File: src/rtl/data_sync_buf.sv
// Enable synchroniser with level/toggle event detection, word capture, and a small output FIFO.
// Overflow is sticky until cleared; a drop coinciding with a clear keeps the flag set.
module data_sync_buf #(
  parameter int unsigned BUS_WIDTH   = 8,
  parameter int unsigned NUM_STAGES  = 2,
  parameter int unsigned TOGGLE_MODE = 0,
  parameter int unsigned FIFO_DEPTH  = 4
) (
  input  logic                          CLK,
  input  logic                          RST,
  input  logic                          bus_enable,
  input  logic [BUS_WIDTH-1:0]          unsync_bus,
  input  logic                          out_ready,
  input  logic                          clr_ovf,
  output logic                          enable_pulse,
  output logic [BUS_WIDTH-1:0]          sync_bus,
  output logic                          out_valid,
  output logic [BUS_WIDTH-1:0]          out_data,
  output logic [$clog2(FIFO_DEPTH):0]   fifo_count,
  output logic                          overflow
);

  localparam int unsigned PW = $clog2(FIFO_DEPTH);
  localparam int unsigned CW = PW + 1;

  logic [NUM_STAGES-1:0] sync_q, sync_d;
  logic                  prev_q, prev_d;
  logic                  pulse_q, pulse_d;
  logic [BUS_WIDTH-1:0]  sync_bus_q, sync_bus_d;
  logic [BUS_WIDTH-1:0]  out_data_q, out_data_d;
  logic [PW-1:0]         rd_q, rd_d, wr_q, wr_d;
  logic [CW-1:0]         count_q, count_d, avail;
  logic                  valid_q, valid_d;
  logic                  ovf_q, ovf_d;
  logic [BUS_WIDTH-1:0]  mem_q [FIFO_DEPTH];

  logic last, event_c, pop, full, do_push, drop;

  // Synchroniser, event detection and FIFO next-state
  always_comb begin
    sync_d     = {sync_q[NUM_STAGES-2:0], bus_enable};
    last       = sync_q[NUM_STAGES-1];
    prev_d     = last;
    event_c    = (TOGGLE_MODE != 0) ? (last ^ prev_q) : (last & ~prev_q);
    pulse_d    = event_c;
    sync_bus_d = event_c ? unsync_bus : sync_bus_q;

    pop     = valid_q & out_ready;
    full    = (count_q == CW'(FIFO_DEPTH));
    do_push = event_c & (~full | pop);
    drop    = event_c & full & ~pop;
    avail   = count_q - CW'(pop);
    count_d = avail + CW'(do_push);
    rd_d    = rd_q + PW'(pop);
    wr_d    = wr_q + PW'(do_push);
    valid_d = (count_d != '0);

    // Head register: pushed word goes straight to head only when nothing older remains
    out_data_d = out_data_q;
    if (count_d != '0) begin
      out_data_d = (avail == '0) ? unsync_bus : mem_q[rd_d];
    end

    ovf_d = drop | (ovf_q & ~clr_ovf);
  end

  always_ff @(posedge CLK or posedge RST) begin
    if (RST) begin
      sync_q     <= '0;
      prev_q     <= 1'b0;
      pulse_q    <= 1'b0;
      sync_bus_q <= '0;
      out_data_q <= '0;
      rd_q       <= '0;
      wr_q       <= '0;
      count_q    <= '0;
      valid_q    <= 1'b0;
      ovf_q      <= 1'b0;
    end else begin
      sync_q     <= sync_d;
      prev_q     <= prev_d;
      pulse_q    <= pulse_d;
      sync_bus_q <= sync_bus_d;
      out_data_q <= out_data_d;
      rd_q       <= rd_d;
      wr_q       <= wr_d;
      count_q    <= count_d;
      valid_q    <= valid_d;
      ovf_q      <= ovf_d;
    end
  end

  // Storage needs no reset; the pointers and count define what is valid
  always_ff @(posedge CLK) begin
    if (do_push) begin
      mem_q[wr_q] <= unsync_bus;
    end
  end

  assign enable_pulse = pulse_q;
  assign sync_bus     = sync_bus_q;
  assign out_valid    = valid_q;
  assign out_data     = out_data_q;
  assign fifo_count   = count_q;
  assign overflow     = ovf_q;

endmodule

File: config.mk
export PLATFORM = sky130hd
export DESIGN_NAME = data_sync_buf
export DESIGN_NICKNAME = d
export VERILOG_FILES = /design/src/rtl/data_sync_buf.sv
export SDC_FILE = /design/constraint.sdc
export NUM_CORES = 1
export LEC_CHECK = 0
export CAP_MARGIN = 20
export CORE_UTILIZATION = 33
export CTS_CLUSTER_DIAMETER = 30
export DETAILED_ROUTE_END_ITERATION = 7
export GPL_TIMING_DRIVEN = 0
export PLACE_DENSITY = 0.57
export SLEW_MARGIN = 20
export SYNTH_ARGS = -nofsm -noshare
export SYNTH_HDL_FRONTEND = slang
export SYNTH_SLANG_ARGS = --single-unit
File: constraint.sdc
create_clock -name CLK -period 2.4 [get_ports CLK]
set_input_delay 0.48 -clock CLK [delete_from_list [all_inputs] [get_ports CLK]]
set_output_delay 0.48 -clock CLK [all_outputs]
set_load 0.005 [all_outputs]
; Yosys cells after proc, flatten, opt, wreduce, memory -nomap -nowiden
; Memories as Yosys holds them, arrays and structs flattened.
; Index checks and enable logic that the tools add are counted.
; W data, S select, Z words.
[word_totals]
ff_bits = 29
ramBits = 32
out_inout_bits = 22
elab_cells = 33
mem_count = 1
[op_classes]
addsub = 4
n_eq_ne = 1
muxes = 3
n_bitwise = 12
reduce_logical = 2
[memory_table]
columns = memory, words, word_bits, rd, rd_clocked_by_memory_dff, wr, line_no
row1 = mem_q, 4, 8, 1, 0, 1, 35  ; logic [BUS_WIDTH-1:0] mem_q [FIFO_DEPTH];
[ops]
columns = cell, count
row1 = $mux W8, 1
row2 = $and A1 B1 Y1, 6
row3 = $add A2 B1 Y2, 2
row4 = $not A1 Y1, 4
row5 = $add A3 B1 Y3, 1
row6 = $eq A3 B3 Y1 const B, 1
row7 = $logic_not A3 Y1, 1
row8 = $reduce_bool A3 Y1, 1
row9 = $sub A3 B1 Y3, 1
row10 = $mux W1, 2
row11 = $or A1 B1 Y1, 2

; Depth between registers and ports, before layout
; Gate-level depths: netlist of the first run.
[depth]
ltp_word = 6
ltp_mapped = 10
mapped_depth_nobuf = 9

; Worst setup path before layout of the first run
; OpenSTA, ideal clock, no wires.
[synth_path]
kind = register to register
start = register sync_q[1]
end = register out_data_q[0], in the netlist out_data[0]
arrival_time_ns = 2.289
required_ns = 2.275
path_slack_ns = -0.014
path_stages_with_launch = 10
n_path_buf = 2
period_less_slack_ns = 2.414
path_cell_list = dfrtp_1 > nand2b_4 > clkbuf_1 > clkinv_1 > nand2_1 > nor2_1 > ha_1 > or3_1 > buf_6 > mux2_4
[synth_via]
elab_chain_len = 4
[synth_rtl]
columns = element, line_no
row1 = start: declaration, 26  ; logic [NUM_STAGES-1:0] sync_q, sync_d;
row2 = start signal: assignment, 80  ; sync_q <= sync_d;
row3 = $and A1 B1 Y1, 44  ; event_c = (TOGGLE_MODE != 0) ? (last ^ prev_q) : (last & ~prev_q);
row4 = via event_c, 37  ; logic last, event_c, pop, full, do_push, drop;
row5 = $and A1 B1 Y1, 50  ; do_push = event_c & (~full | pop);
row6 = $add A3 B1 Y3, 53  ; count_d = avail + CW'(do_push);
row7 = via count_d[1], 32  ; logic [CW-1:0] count_q, count_d, avail;
row8 = $reduce_bool A3 Y1, n/a
row9 = via valid_d, 33  ; logic valid_q, valid_d;
row10 = end signal: assignment, 84  ; out_data_q <= out_data_d;
row11 = end: declaration, 30  ; logic [BUS_WIDTH-1:0] out_data_q, out_data_d;
; The timed path passes the listed nets, and every way through them passes these cells.
; A chain may end at the register's enable or synchronous reset.

; Worst setup path after layout of the first run
[layout_path]
start = register valid_q, in the netlist out_valid
end = register out_data_q[6], in the netlist out_data[6]
[layout_via]
elab_chain_len = 5
word_cells_on_any_way = 10
[layout_rtl]
columns = element, line_no
row1 = start: declaration, 33
row2 = start signal: assignment, 88  ; valid_q <= valid_d;
row3 = $and A1 B1 Y1 (*), 48  ; pop = valid_q & out_ready;
row4 = "parallel branches: the longest is 2 deep, another holds $sub A3 B1 Y3", n/a
row5 = $add A3 B1 Y3 (*), 53
row6 = via count_d[2], 32
row7 = $reduce_bool A3 Y1 (*), n/a
row8 = via valid_d, 33
; Mark *: on every way through the listed nets, which the timed path passes.

==> results.json, run 1 <==
{
  "status": "finished, violations left",
  "violated_checks": "DRC",
  "syn_area_um2": 2470,
  "timing.critical_path.required_ps": 2620,
  "global_route.overflow_total": 0,
  "yosysSeqAreaShare": 0.683,
  "floorplan.core_area_um2": 7250,
  "r2r-end": "out_data[6]",
  "synth-main-ff-cell": "sky130_fd_sc_hd__edfxtp_1",
  "grt_max_degree": 30,
  "fp.dieW_um": 88.5,
  "p_leak_nw": 1.34,
  "clock_insertion_delay_worst_skew_ps": 340,
  "worst_ep_arrival_time_ps": 2470,
  "dr.first_iter.drc_count": 76,
  "drt-total-wl_mm": 4.71,
  "port_buffers": 34,
  "detail-route-antenna-nets": 0,
  "worst-slew-pin-transition_ps": 704,
  "holdPathStages": 0,
  "synthDistinctLibCells": 32,
  "synth.avg_cell_area_um2": 13.9,
  "synthMostInstantiatedCell": "sky130_fd_sc_hd__nand2_1",
  "critical_path_peak_fanout": 5,
  "timing.hold.worst_endpoint": "sync_q[1]",
  "max-cap-violations": 0,
  "number_of_global_route_vias_before_repair": 1470,
  "initial_core_util": 0.340,
  "timing.fmax_mhz": 444,
  "worst_hold_startpoint": "sync_q[0]",
  "report.final.setup_viol": 0,
  "post-route-util": 0.449,
  "ratio_of_cells_with_drive_above_1_in_the_final_layout": 0.222,
  "vdd_drop_max_mv": 0.347,
  "async_flop_share": 0.475,
  "synth_largest_area_cell": "sky130_fd_sc_hd__edfxtp_1",
  "register_area_um2": 1690,
  "numPlacedInstances": 311,
  "clk_root_buffer_cell": "sky130_fd_sc_hd__clkbuf_8",
  "post_cts_hold_buffers": 0,
  "internal_reg_to_reg_setup_slack_ps": 150,
  "end_kind": "flip-flop",
  "nets": 246,
  "route.detailed.wl_per_inst_um": 14.1,
  "timing.final.max_slew_violations": 0,
  "floorplan.io_pins": 35,
  "grt_use_total": 0.134,
  "total_power_per_unit_cell_area_nw_per_um2": 1300,
  "final.setup_skew_ps": 7.79,
  "worst_setup_hold_path_clk_slew_ps": 60,
  "n_fill_cell": 665,
  "crit_path_start_kind": "flip-flop",
  "tns_ps": 0,
  "wire_length_of_the_first_global_routing_pass_mm": 7.46,
  "floorplan.die.height_um": 88.5,
  "htreeDepth": 3,
  "yosysTopAreaCellShare": 0.389,
  "firstDrtPassIters": 8,
  "worst_r2r_startpoint": "out_valid",
  "synthCells": 178,
  "dp_hpwl_mm": 3.20,
  "rsz0062_at_grt": "false",
  "synth.net_count": 195,
  "postSynthRegisterBits": 61,
  "min-delay-path-class": "flip-flop to flip-flop",
  "die-area_um2": 7830,
  "stdcell_count": 333,
  "synth_warnings": 0,
  "globalplace.congestion": 0.705,
  "slew_headroom": 0.529,
  "grt_antenna_before_repair": 0,
  "post_synth_edffs": 32,
  "tritoncts": "done",
  "vias_per_cell": 4.37,
  "type_of_the_worst_setup_path": "flip-flop to flip-flop",
  "cts.path.max_buffers": 2,
  "synth_area_leaders": "sky130_fd_sc_hd__edfxtp_1 (39%), sky130_fd_sc_hd__dfrtp_1 (29%), sky130_fd_sc_hd__nand2_1 (6.1%), sky130_fd_sc_hd__mux2_4 (4.9%), sky130_fd_sc_hd__mux2i_1 (3.6%)",
  "finalWorstPathRequiredPeriod_ps": 2250,
  "worst_r2r_path_depth": 10,
  "cts_buffers": 9,
  "placementRows": 31,
  "min_period_over_period": 0.938,
  "antenna-diode-count": 0,
  "multiInputGateArea_um2": 803,
  "ys_top_cells_by_count": "sky130_fd_sc_hd__nand2_1 (40), sky130_fd_sc_hd__edfxtp_1 (32), sky130_fd_sc_hd__dfrtp_1 (29)",
  "drcViolationCount": 2,
  "syn_to_final_growth_pct": 31.8,
  "tritoncts_num_sinks": 61,
  "fin_total_pwr_mw": 4.23,
  "final_hold_viol_count": 0,
  "vias": 1454
}
## how the worst max path moves through the flow
stage               from     endpoint  slack [ps]  cells past startpoint
3_5_place_dp   out_ready  out_data[6]        -490                     10
2_1_floorplan  out_ready  out_data[0]          70                      9
3_3_place_gp   out_ready  out_data[2]        -500                     10
6_report       out_valid  out_data[6]         150                     10
4_1_cts        out_ready  out_data[6]           2                     11
5_1_grt        sync_q[1]  out_data[6]          30                      9
## timing repair
item                       in CTS  in global routing
hold endpoints to repair        0                  0
buffers inserted                2                  4
resized for setup              14                  1
pin swaps                       5                  3
gates cloned                    1                  0
setup endpoints to repair      17                  8
## stage by stage
step,hold slack (ps),instance area (µm²),setup slack (ps)
6_report,351,3250,148
5_1_grt,359,3250,33.6
4_1_cts,356,3220,2.01
3_5_place_dp,339,2940,-488
3_3_place_gp,343,2930,-496
2_1_floorplan,331,2470,72.2
## cell usage in the layout (no fill, tap or decap), types with 3 or more instances in the layout
cell type                         instances
sky130_fd_sc_hd__clkinv_2                 3
sky130_fd_sc_hd__inv_2                    3
sky130_fd_sc_hd__buf_4                    7
sky130_fd_sc_hd__edfxtp_1                32
sky130_fd_sc_hd__a311oi_1                 7
sky130_fd_sc_hd__clkbuf_8                 9
sky130_fd_sc_hd__mux2i_1                  9
sky130_fd_sc_hd__and3_1                   7
sky130_fd_sc_hd__dfrtp_1                 29
sky130_fd_sc_hd__clkdlybuf4s50_1         33
sky130_fd_sc_hd__inv_1                    4
sky130_fd_sc_hd__nand2_1                 39
sky130_fd_sc_hd__nor2_1                   9
sky130_fd_sc_hd__mux2_4                   8
## worst max-delay path: stages (launching register included)
cell	delay [ps]
sky130_fd_sc_hd__dfrtp_1	380
sky130_fd_sc_hd__nand2_2	80
sky130_fd_sc_hd__inv_2	50
sky130_fd_sc_hd__ha_4	160
sky130_fd_sc_hd__ha_4	270
sky130_fd_sc_hd__inv_1	40
sky130_fd_sc_hd__ha_2	170
sky130_fd_sc_hd__xnor2_2	140
sky130_fd_sc_hd__or3_4	400
sky130_fd_sc_hd__buf_6	150
sky130_fd_sc_hd__mux2_4	290
## routing by layer
| metal | vias up | GRT usage | wire, µm |
|---|---|---|---|
| li1 | 736 | - | - |
| met1 | 681 | 0.182 | 2270 |
| met2 | 30 | 0.196 | 2180 |
| met3 | 7 | 0.0420 | 172 |
| met4 | 0 | 0.0660 | 86 |
| met5 | - | 0 | 0 |
## state kept, by name, summed over array words and instances (netlist names)
name,flops
out_data,8
enable_pulse,1
rd_q,2
mem_q,32
wr_q,2
overflow,1
sync_q,2
sync_bus,8
prev_q,1
out_valid,1
fifo_count,3
## power breakdown
group	switching (mW)	total (mW)	internal, mW
registers	0.140	1.48	1.34
clock network	0.386	0.859	0.473
logic	0.796	1.89	1.09
## area by class of cell
class                   instances  share of cell area
plain buffers                   4             0.00846
clock buffers                  11              0.0404
clock inverters                 5              0.0158
inverters                       8             0.00961
multi-input cells             104               0.247
flip-flops and latches         61               0.518
well taps                      99              0.0381
repair buffers                 41               0.123
## kinds of logic (layout without fill, tap and decap cells)
logic type,after synthesis,after routing,share of synthesized area
flip-flops,61,61,0.683
buffers and inverters,13,69,0.0248
AO/OA/AOI/OAI,12,12,0.0446
multiplexers,17,17,0.0852
XOR/XNOR,6,6,0.0243
AND/OR/NAND/NOR,65,65,0.118
adder cells (fa/ha/maj),4,4,0.0203
(Power assumes the default switching activity.)
==> run 2: changes to the inputs <==
ABC_CLOCK_PERIOD_IN_PS = 2400   (was unset)
HOLD_SLACK_MARGIN = 0.15   (was unset)
==> results of run 2 <==
Final layout, timing and power as in run 1 (identical DEF).
